$ cat src/rtl/demux_pkg.sv
// -----------------------------------------------------------------------------
// demux_pkg
// Shared definitions for the buffered 1-to-2 demultiplexer.
//   DATA_W     : default data word width
//   FIFO_DEPTH : default entries per channel FIFO (power of two, >= 2)
//   data_t     : data word type at the default width
// -----------------------------------------------------------------------------
package demux_pkg;

    localparam int DATA_W     = 32;
    localparam int FIFO_DEPTH = 2;

    typedef logic [DATA_W-1:0] data_t;

endpackage : demux_pkg

$ cat src/rtl/demux_buffered_sync_fifo.sv
// -----------------------------------------------------------------------------
// sync_fifo
// Single-clock FIFO with registered occupancy count. Head word is presented
// combinationally from storage (first-word fall-through), so a word written at
// edge N is readable right after edge N.
// Ports:
//   clk, rst_n : clock, asynchronous active-low reset (clears storage too)
//   wr_en      : write request, ignored when full
//   wr_data    : word to write
//   rd_en      : read (pop) request, ignored when empty
//   rd_data    : head word
//   full       : count == DEPTH
//   empty      : count == 0
//   count      : occupancy, 0..DEPTH
// -----------------------------------------------------------------------------
module sync_fifo
    import demux_pkg::*;
#(
    parameter int WIDTH = DATA_W,
    parameter int DEPTH = FIFO_DEPTH
) (
    input  logic                     clk,
    input  logic                     rst_n,
    input  logic                     wr_en,
    input  logic [WIDTH-1:0]         wr_data,
    input  logic                     rd_en,
    output logic [WIDTH-1:0]         rd_data,
    output logic                     full,
    output logic                     empty,
    output logic [$clog2(DEPTH):0]   count
);

    localparam int AW = $clog2(DEPTH);
    localparam int CW = AW + 1;

    logic [WIDTH-1:0] mem [DEPTH];
    logic [AW-1:0]    wr_ptr;
    logic [AW-1:0]    rd_ptr;
    logic [CW-1:0]    count_r;
    logic             do_wr;
    logic             do_rd;

    assign full  = (count_r == CW'(DEPTH));
    assign empty = (count_r == '0);

    // A write into a full FIFO is refused even if a read happens this cycle.
    assign do_wr = wr_en && !full;
    assign do_rd = rd_en && !empty;

    // Pointers are exactly AW bits wide, so they wrap DEPTH-1 -> 0 by overflow.
    always_ff @(posedge clk or negedge rst_n) begin
        if (!rst_n) begin
            wr_ptr  <= '0;
            rd_ptr  <= '0;
            count_r <= '0;
        end else begin
            if (do_wr) begin
                wr_ptr <= wr_ptr + AW'(1);
            end
            if (do_rd) begin
                rd_ptr <= rd_ptr + AW'(1);
            end
            case ({do_wr, do_rd})
                2'b10:   count_r <= count_r + CW'(1);
                2'b01:   count_r <= count_r - CW'(1);
                default: count_r <= count_r;
            endcase
        end
    end

    // Storage is cleared on reset so the head output reads zero afterwards.
    always_ff @(posedge clk or negedge rst_n) begin
        if (!rst_n) begin
            for (int i = 0; i < DEPTH; i++) begin
                mem[i] <= '0;
            end
        end else if (do_wr) begin
            mem[wr_ptr] <= wr_data;
        end
    end

    assign rd_data = mem[rd_ptr];
    assign count   = count_r;

endmodule : sync_fifo

$ cat src/rtl/demux_buffered.sv
// -----------------------------------------------------------------------------
// demux_buffered
// Buffered 1-to-2 demultiplexer. A word accepted over the input valid/ready
// handshake is queued in the FIFO of the channel named by selecter; each
// channel drains independently, so a stalled consumer only blocks its own
// channel.
// Ports:
//   clk, rst_n          : clock, asynchronous active-low reset
//   inputdata, selecter : word and destination channel (0 or 1)
//   in_valid, in_ready  : input handshake
//   outputdata_k        : channel k head word
//   out_valid_k         : channel k holds at least one word
//   out_ready_k         : channel k consumer takes the head word
//   count_k             : channel k occupancy, 0..DEPTH
// -----------------------------------------------------------------------------
module demux_buffered
    import demux_pkg::*;
#(
    parameter int WIDTH = DATA_W,
    parameter int DEPTH = FIFO_DEPTH
) (
    input  logic                     clk,
    input  logic                     rst_n,
    input  logic [WIDTH-1:0]         inputdata,
    input  logic                     selecter,
    input  logic                     in_valid,
    output logic                     in_ready,
    output logic [WIDTH-1:0]         outputdata_0,
    output logic                     out_valid_0,
    input  logic                     out_ready_0,
    output logic [WIDTH-1:0]         outputdata_1,
    output logic                     out_valid_1,
    input  logic                     out_ready_1,
    output logic [$clog2(DEPTH):0]   count_0,
    output logic [$clog2(DEPTH):0]   count_1
);

    logic full_0;
    logic full_1;
    logic empty_0;
    logic empty_1;
    logic push;
    logic wr_en_0;
    logic wr_en_1;
    logic pop_0;
    logic pop_1;

    // Ready looks only at the addressed channel's registered fullness, never at
    // the consumers, so there is no full-bypass through a same-cycle pop.
    assign in_ready = rst_n && (selecter ? !full_1 : !full_0);

    assign push    = in_valid && in_ready;
    assign wr_en_0 = push && !selecter;
    assign wr_en_1 = push &&  selecter;

    assign out_valid_0 = !empty_0;
    assign out_valid_1 = !empty_1;
    assign pop_0       = out_valid_0 && out_ready_0;
    assign pop_1       = out_valid_1 && out_ready_1;

    sync_fifo #(
        .WIDTH (WIDTH),
        .DEPTH (DEPTH)
    ) u_fifo_0 (
        .clk     (clk),
        .rst_n   (rst_n),
        .wr_en   (wr_en_0),
        .wr_data (inputdata),
        .rd_en   (pop_0),
        .rd_data (outputdata_0),
        .full    (full_0),
        .empty   (empty_0),
        .count   (count_0)
    );

    sync_fifo #(
        .WIDTH (WIDTH),
        .DEPTH (DEPTH)
    ) u_fifo_1 (
        .clk     (clk),
        .rst_n   (rst_n),
        .wr_en   (wr_en_1),
        .wr_data (inputdata),
        .rd_en   (pop_1),
        .rd_data (outputdata_1),
        .full    (full_1),
        .empty   (empty_1),
        .count   (count_1)
    );

endmodule : demux_buffered
$ cat config.mk
export PLATFORM = sky130hd
export DESIGN_NAME = demux_buffered
export DESIGN_NICKNAME = d
export VERILOG_FILES = /design/src/rtl/demux_pkg.sv /design/src/rtl/demux_buffered_sync_fifo.sv /design/src/rtl/demux_buffered.sv
export SDC_FILE = /design/constraint.sdc
export NUM_CORES = 1
export LEC_CHECK = 0
export CAP_MARGIN = 20
export CORE_AREA = 3 3 121 123
export DETAILED_ROUTE_END_ITERATION = 12
export DIE_AREA = 0 0 124 126
export HOLD_SLACK_MARGIN = 0.05
export PLACE_DENSITY = 0.76
export SKIP_LAST_GASP = 1
export SLEW_MARGIN = 25
export SYNTH_ARGS = -nofsm -noshare
export SYNTH_HDL_FRONTEND = slang
export SYNTH_SLANG_ARGS = --single-unit
$ cat constraint.sdc
create_clock -name clk -period 2.4 [get_ports clk]
set_input_delay 0.36 -clock clk [delete_from_list [all_inputs] [get_ports clk]]
set_output_delay 0.36 -clock clk [all_outputs]
set_load 0.03 [all_outputs]
Yosys cells after proc, flatten, opt, wreduce, memory -nomap -nowiden
Index checks and enable logic that the tools add are counted.
- $add $sub $neg: 8
- order comparisons: 6
- equality and inequality tests: 6
- muxes and demuxes: 15
- bitwise logic cells: 4
- reduce and logical (&&, ||, !) cells: 21
- operators by type and width (kind ; number):
    $mux 32 ; 8
    $bwmux 64 ; 2
    $demux 32 s1 ; 2
    $logic_and 1x1->1 ; 12
    $eq 2x2->1 const B ; 4
    $ge 2x2->1 const B ; 4
    $not 1->2 ; 4
    $pmux 2 s2 ; 2
    $logic_not 1->1 ; 5
    $add 1x1->1 const B ; 4
    $add 2x1->2 const B ; 2
    $eq 2x1->1 const B ; 2
    $logic_not 2->1 ; 2
    $lt 2x1->1 const B ; 2
    $reduce_bool 2->1 ; 2
    $sub 2x1->2 const B ; 2
    $mux 1 ; 1
- register bits: 136
- bits of input ports: 38
- output and inout bits: 71
- logic and storage cells: 70

Longest topological paths before layout
Gate-level depths: netlist (run 1).
- word-level depth: 9
- depth in mapped cells: 6

Cells and area by module
Synthesis (run 1) repeated with hierarchy kept, for this count alone.
- cell total of the unflattened synthesis: 387
- area, all modules: 6057.1 um^2
- by module, submodules not included (module ; times used ; cells an instance ; area an instance (um^2) ; seq. area each (um^2)):
    sync_fifo at u_fifo_1 ; 1 ; 189 ; 3002.9 ; 1701.6
    sync_fifo at u_fifo_0 ; 1 ; 189 ; 3001.6 ; 1701.6
    demux_buffered ; 1 ; 9 ; 52.6 ; 0.0

Worst setup path before layout (run 1)
Ideal clock, no wire load.
- path type: register to register
- from: register u_fifo_0.count_r[1], in the netlist u_fifo_0.count[1]
- to: register u_fifo_0.mem[34] (netlist bit)
- arrival: 1780 ps
- path slack: 495 ps
- cell stages (with the launch flop): 6
- buffers on the path: 2
- path through: dfrtp_1 nor2b_2 or4_4 buf_6 buf_12 mux2_4
- word-level cells in the longest chain between the ends: 7
- RTL lines (what ; RTL line ; RTL):
    from (decl) ; demux_buffered_sync_fifo.sv:39 ; logic [CW-1:0] count_r;
    from (signal assigned) ; demux_buffered_sync_fifo.sv:64 ; 2'b10: count_r <= count_r + CW'(1);
    from (signal assigned) ; demux_buffered_sync_fifo.sv:65 ; 2'b01: count_r <= count_r - CW'(1);
    from (signal assigned) ; demux_buffered_sync_fifo.sv:66 ; default: count_r <= count_r;
    $eq 2x2->1 * ; demux_buffered_sync_fifo.sv:43 ; assign full = (count_r == CW'(DEPTH));
    $logic_not 1->1 * ; demux_buffered_sync_fifo.sv:47, demux_buffered.sv:50 ;
    $mux 1 ; demux_buffered.sv:50 ; assign in_ready = rst_n && (selecter ? !full_1 : !full_0);
    $logic_and 1x1->1 ; demux_buffered.sv:50 ;
    $logic_and 1x1->1 ; demux_buffered.sv:52 ; assign push = in_valid && in_ready;
    $logic_and 1x1->1 ; demux_buffered.sv:53 ; assign wr_en_0 = push && !selecter;
    $logic_and 1x1->1 * ; demux_buffered_sync_fifo.sv:47 ; assign do_wr = wr_en && !full;
    to (signal, indexed assignment) ; demux_buffered_sync_fifo.sv:78 ; mem[wr_ptr] <= wr_data;
    to (decl) ; demux_buffered_sync_fifo.sv:36 ; logic [WIDTH-1:0] mem [DEPTH];
Mark *: on every way between the ends. The rest lies on a longest branch, timed or not.
A chain may end at the register's enable or synchronous reset.

Final worst setup path (run 1)
- from: register u_fifo_0.rd_ptr
- to: output port outputdata_0[17]
- word-level cells in the longest chain between the ends: 4
- RTL lines (what ; RTL line ; RTL):
    from (decl) ; demux_buffered_sync_fifo.sv:38 ; logic [AW-1:0] rd_ptr;
    from (signal assigned) ; demux_buffered_sync_fifo.sv:61 ; rd_ptr <= rd_ptr + AW'(1);
    $not 1->2 (implied by the code) ; demux_buffered_sync_fifo.sv:82 ; assign rd_data = mem[rd_ptr];
    $mux 32 (implied by the code) (3 in series) ; demux_buffered_sync_fifo.sv:82 ;
    to (decl) ; demux_buffered.sv:28 ; output logic [WIDTH-1:0] outputdata_0,
No other way between the ends. The select of a mux whose other input is x is not followed.

==> run metrics, run 1 <==
DR pass1 iterations=4; Max Clock Freq=426 MHz; HP Class=reg2reg; total negative slack=0 ps; Placed Area=7410 µm²; Comb power frac=between 40% and 50%; reg-to-reg slack, setup=around 480 ps; Total GRT Usage=17.6%; first-pass GRT wire length=21100 µm; total CTS buffers=17; Sw Pwr=4.75 mW; clock-pin slew on the worst setup and hold paths=about 50 ps; most frequent cells in the layout=mux2_2, dfrtp_1, dlymetal6s2s_1, clkdlybuf4s50_1, mux2_4; Slew Viols, Final=0; fin crit period=roughly 2300 ps; mean post-synth cell area=~16 µm²; fin area=~8000 µm²; # Post-CTS Setup Buffers=0; largest net degree at the start of global routing=75; Seq/Total Area, Yosys=56.0%; Core Area=around 14000 µm²; die height=126 µm; vias in the first global route=3885; CTS tree=built; VDD IR-drop max=0.000876 V; final setup fails=0; Root Driver=clkbuf_16; FF-to-FF Start=u_fifo_1.count[0]$_DFFE_PN0P_; total number of vias=3557; sequential share of power=31.6%; Rel. slew slack=67.6%; initial antenna violation count=0; fin util=58.9%; CP Max Fanout=33; Detail Route Antenna Nets=0; most common cell after layout, fill and taps aside=mux2_2; Max Cap Viol=0; worst path arrival time=1980 ps; CP Launch Type=flip-flop; I/O pins=109; layout cells sized above 1=48.5%; grt ovf=0; Tightest Pin Transition=486 ps; synthesized cell area=6070 µm²; Die W=about 120 µm; r2r endpoint=u_fifo_1.count[1]$_DFFE_PN0P_; skew final=5.61 ps; fillers=1079; Placed Instances=660; R2R depth=5; synthesis-stage register bit count=136; pwr dens=1590 nW/µm²; worst hold slack=approximately 500 ps; # clock sinks=136; Final Instance Count excl. Fillers=693; # nets final=541; Clock Tree Buf Depth=2; GPL Wtd Cong=0.737; Syn Nets=420; Syn-to-layout area delta=33.5%; WL final=12700 µm; CP required=2040 ps; starting density of the core=44.1%; depth of the CTS H-tree=4; clock share of power=18.5%; multi-input logic area=2550 µm²; Final Hold Fails=0; fin worst setup slack=55.2 ps; port buffer count=~110; die area=15600 µm²; CP Capture Type=primary output; Ant. Diodes=0; crit path kind=reg2out; Power Total=12.9 mW; Rows=43; count of different cell masters after synthesis=23; register area=3410 µm²; hpwl dp=8440 µm; outcome=complete, no violations; Ys Warns=0; period utilization=97.7%; routed len/inst=approximately 18 µm; DRC Markers=0; Mapped Cells=380; Cell Int Power=8.18 mW; Setup crit start=u_fifo_0.rd_ptr$_DFFE_PN0P_; Pleak=4.04 nW; Net Sw Frac=36.7%; Via density=5.13; worst setup path endpoint=outputdata_0[17]; clk_lat worst skew=410 ps; Starting DRT DRC Count=99; Place WS=approximately 120 ps
cell usage after synthesis:
library cell    n  area share, %
nor2b_2         1           0.14
or2_2           2           0.21
nor2b_1         1           0.10
nand2_1         2           0.12
inv_1           1          0.062
ha_1            2           0.41
or3b_2          1           0.14
buf_6           1           0.19
mux2_2        162             30
clkbuf_1        8           0.49
o311a_2         1           0.19
nand4_1         1           0.10
dfrtp_1       136             56
xnor2_1         6           0.87
or4_4           1           0.19
and2_1          2           0.21
nor2_1          3           0.19
mux2_4         30            7.4
nor4b_2         2           0.49
xor2_1          4           0.58
or3_2           1           0.12
buf_2           9           0.74
buf_12          3           0.99
sequential cells by signal, summed over array words and instances, names as in the netlist:
register,count
u_fifo_1.count,2
u_fifo_1.wr_ptr,1
u_fifo_1.mem,64
u_fifo_1.rd_ptr,1
u_fifo_0.wr_ptr,1
u_fifo_0.rd_ptr,1
u_fifo_0.mem,64
u_fifo_0.count,2
worst max-delay path, stage by stage, from the launching register on:
cell and delay (ps):
dfrtp_2 370, buf_12 220, mux2_2 370, clkdlybuf4s50_1 600
routing by layer:
layer  track usage [%]  vias to the layer above  part of all wire [%]
met4              5.93                        0                   1.6
met2              28.5                       70                    51
met1              22.9                     1864                    43
met3              4.54                       17                   4.6
met5                 0                        -                     0
li1                  -                     1606                     -
how the worst min path moves through the flow:
stage	from	end	slack, ps	cells after the start
global placement	rst_n	u_fifo_1.mem[13]$_DFFE_PN0P_	400	2
finish	u_fifo_0.mem[25]$_DFFE_PN0P_	u_fifo_0.mem[25]$_DFFE_PN0P_	500	1
CTS	u_fifo_0.mem[16]$_DFFE_PN0P_	u_fifo_0.mem[16]$_DFFE_PN0P_	500	1
detailed placement	rst_n	u_fifo_1.wr_ptr$_DFFE_PN0P_	410	2
global route	u_fifo_0.mem[1]$_DFFE_PN0P_	u_fifo_0.mem[1]$_DFFE_PN0P_	510	1
floorplan	rst_n	u_fifo_0.count[0]$_DFFE_PN0P_	60	0
timing repair:
action | in CTS | in global routing
setup endpoints to repair | 8 | 52
hold buffers | 1 | 0
endpoints found under the hold margin | 62 | 0
resized for setup | 8 | 52
cells by family after synthesis:
| family | Yosys count | synth area share, % |
|---|---|---|
| and+or+nand+nor | 17 | 2.02 |
| DFF | 136 | 56.0 |
| xor gates and xnor gates | 10 | 1.44 |
| buffers and inverters | 22 | 2.47 |
| adders and majority gates | 2 | 0.412 |
| muxes | 192 | 37.4 |
| AOI/OAI and AO/OA | 1 | 0.185 |
power by group through the flow:
stage,Clock (mW),Sequential (mW),Combinational [mW]
finish,2.40,4.09,6.44
global placement,0,4.01,6.61
CTS,2.45,4.09,6.67
detailed placement,0,4.11,6.71
global route,2.55,4.24,6.82
floorplan,0,3.94,4.40
final cells by class:
cell class	count	area share, %
Clock buffer	22	5.85
Clock inverter	9	0.926
Inverter	1	0.0463
Multi-Input combinational cell	222	31.4
Sequential cell	136	42.0
Tap cell	180	2.78
Timing Repair Buffer	123	17.0
Note: power is estimated with default switching activity, not from simulation.
==> run 2, diff against run 1 <==
--- a/config.mk
+++ b/config.mk
@@ -5,12 +5,14 @@
 export SDC_FILE = /design/constraint.sdc
 export NUM_CORES = 1
 export LEC_CHECK = 0
-export CAP_MARGIN = 20
-export CORE_AREA = 3 3 121 123
+export CAP_MARGIN = 30
+export CELL_PAD_IN_SITES_DETAIL_PLACEMENT = 1
+export CELL_PAD_IN_SITES_GLOBAL_PLACEMENT = 1
+export CORE_AREA = 3 3 122 124
 export DETAILED_ROUTE_END_ITERATION = 12
-export DIE_AREA = 0 0 124 126
+export DIE_AREA = 0 0 125 127
 export HOLD_SLACK_MARGIN = 0.05
-export PLACE_DENSITY = 0.76
+export PLACE_DENSITY = 0.86
 export SKIP_LAST_GASP = 1
 export SLEW_MARGIN = 25
 export SYNTH_ARGS = -nofsm -noshare
==> run 2 against run 1 <==
Net effect:
- highest routed layer unchanged
- clock skew barely moved
- fmax grew 1.1%
- combinational power down 1%
- critical path type unchanged
- cell count unchanged
- die area grew 1.6%
- power rose by 3.6%
- cell area is 0.22% lower
- largest cell class unchanged
- register-to-register slack is essentially flat
- sequential power grew 1%
- critical endpoint is now outputdata_1[9]
- hold slack got worse by 97 ps
==> run metrics, run 2 (same netlist as run 1, synthesis figures left out) <==
outcome=complete, no violations; Slew Viols, Final=0; skew final=5.33 ps; reg-to-reg slack, setup=470 ps; Detail Route Antenna Nets=0; die height=127 µm; Via density=5.14; Critical Path Slowest Stage Cell=clkdlybuf4s50_1; Rows=43; starting density of the core=a little over two fifths; worst path arrival time=approximately 2000 ps; largest net degree at the start of global routing=about 130; Max Cap Viol=0; hpwl dp=9460 µm; CP Max Fanout=18; # nets final=540; total number of vias=about 3600; first-pass GRT wire length=23700 µm; Starting DRT DRC Count=140; Max Clock Freq=roughly 430 MHz; Tightest Pin Transition=701 ps; Die W=125 µm; RSZ-0062 raised after global routing=false; routed len/inst=between 20 and 25 µm; clk_lat worst skew=420 ps; Placed Instances=about 660; Ant. Diodes=0; port buffer count=108; fin area=8090 µm²; fin crit period=roughly 2300 ps; CP Launch Type=flip-flop; depth of the CTS H-tree=4; clock-pin slew on the worst setup and hold paths=60 ps; most frequent cells in the layout=mux2_2, dfrtp_1, clkdlybuf4s50_1, dlygate4sd2_1, mux2_4; vias in the first global route=4258; die area=roughly 16000 µm²; Setup crit start=u_fifo_1.rd_ptr$_DFFE_PN0P_; DR pass1 iterations=4; worst hold slack=around 400 ps; multi-input logic area=2550 µm²; Rel. slew slack=53.3%; CTS tree=built; r2r endpoint=u_fifo_1.count[1]$_DFFE_PN0P_; DRC Markers=0; worst setup path endpoint=outputdata_1[9]; crit path kind=reg2out; HP Class=in2async; crit path cell chain=buf_6 > mux2_2 > clkdlybuf4s50_1; grt ovf=0; VDD IR-drop max=roughly 0.0009 V; Pleak=3.82 nW; Root Driver=clkbuf_16; total CTS buffers=17; Total GRT Usage=19.2%; register area=3410 µm²; I/O pins=109; GPL Wtd Cong=0.737; pwr dens=1660 nW/µm²; # clock sinks=136; CP required=2040 ps; final setup fails=0; Syn-to-layout area delta=33.2%; period utilization=96.7%; fillers=1305; CP Capture Type=primary output; most common cell after layout, fill and taps aside=mux2_2; R2R depth=6; CP max stage delay=590 ps; Clock Tree Buf Depth=2; FF-to-FF Start=u_fifo_1.count[1]$_DFFE_PN0P_; Placed Area=7410 µm²; Final Instance Count excl. Fillers=693; WL final=14500 µm; layout cells sized above 1=48.7%; initial antenna violation count=0; Power Total=13.4 mW; Largest regs=u_fifo_0.mem (64), u_fifo_1.mem (64); Final Hold Fails=0; Core Area=between 10000 and 15000 µm²
==> run 2: cell count changes in the layout (fill, tap and decap cells not counted) <==
| cell | delta |
|---|---|
| dlygate4sd2_1 | +33 |
| dlymetal6s2s_1 | -31 |
| bufinv_16 | +4 |
| clkinv_2 | -3 |
| buf_4 | -2 |
| clkdlybuf4s50_1 | -2 |
| clkinv_4 | +2 |
| buf_6 | +1 |
| clkbuf_1 | -1 |
| clkbuf_8 | -1 |
==> run 2: final cells by class <==
type	instances	share of cell area [%]
clock inverters	12	2.44
well taps	180	2.78
clock buffers	20	5.64
flip-flops and latches	136	42.1
repair buffers	122	15.5
multi-input cells	222	31.5
inverters	1	0.0464
==> run 2: where the power goes <==
group / internal [mW] / switching (mW)
logic: 3.06 / 3.30
registers: 3.45 / 0.702
clock network: 1.90 / 0.980
total: 8.41 / 4.99
==> run 2: what timing repair did <==
action,4_1_cts,5_1_grt
setup buffers,2,0
hold endpoints to repair,3,0
resized for setup,41,22
setup endpoints to repair,60,22
hold buffers,1,0
pin swaps,0,0
==> run 2: critical path: cells and delay by family, from the launching register on <==
| kind | cells | cell delay [ps] |
|---|---|---|
| buffers and inverters | 2 | 810 |
| muxes | 1 | 360 |
| DFF | 1 | 370 |
==> run 2: stage by stage <==
step                setup WS (ps)  util [%]  TNS, ps
floorplan                     495         -        0
global placement              215      53.4        0
detailed placement            110      53.4        0
CTS                         -11.3      57.9    -11.3
global route                 24.1      58.3        0
finish                       79.8      58.3        0
==> run 2: metal layers <==
| metal | global-route usage (%) | part of all wire, % | up-vias |
|---|---|---|---|
| met1 | 23.4 | 42 | 1881 |
| li1 | - | - | 1598 |
| met4 | 5.80 | 1.4 | 0 |
| met5 | 0 | 0 | - |
| met3 | 5.39 | 3.5 | 15 |
| met2 | 33.3 | 53 | 69 |
==> run 2: how the worst min path moves through the flow <==
stage	startpoint	to	slack, ps	depth (start not counted)
final	rst_n	u_fifo_1.wr_ptr$_DFFE_PN0P_	400	2
after global routing	rst_n	u_fifo_1.count[0]$_DFFE_PN0P_	380	2
after CTS	rst_n	u_fifo_1.count[0]$_DFFE_PN0P_	370	2
after detailed placement	rst_n	u_fifo_1.wr_ptr$_DFFE_PN0P_	160	1
after global placement	rst_n	u_fifo_1.count[0]$_DFFE_PN0P_	160	1
after floorplan	rst_n	u_fifo_0.count[0]$_DFFE_PN0P_	60	0
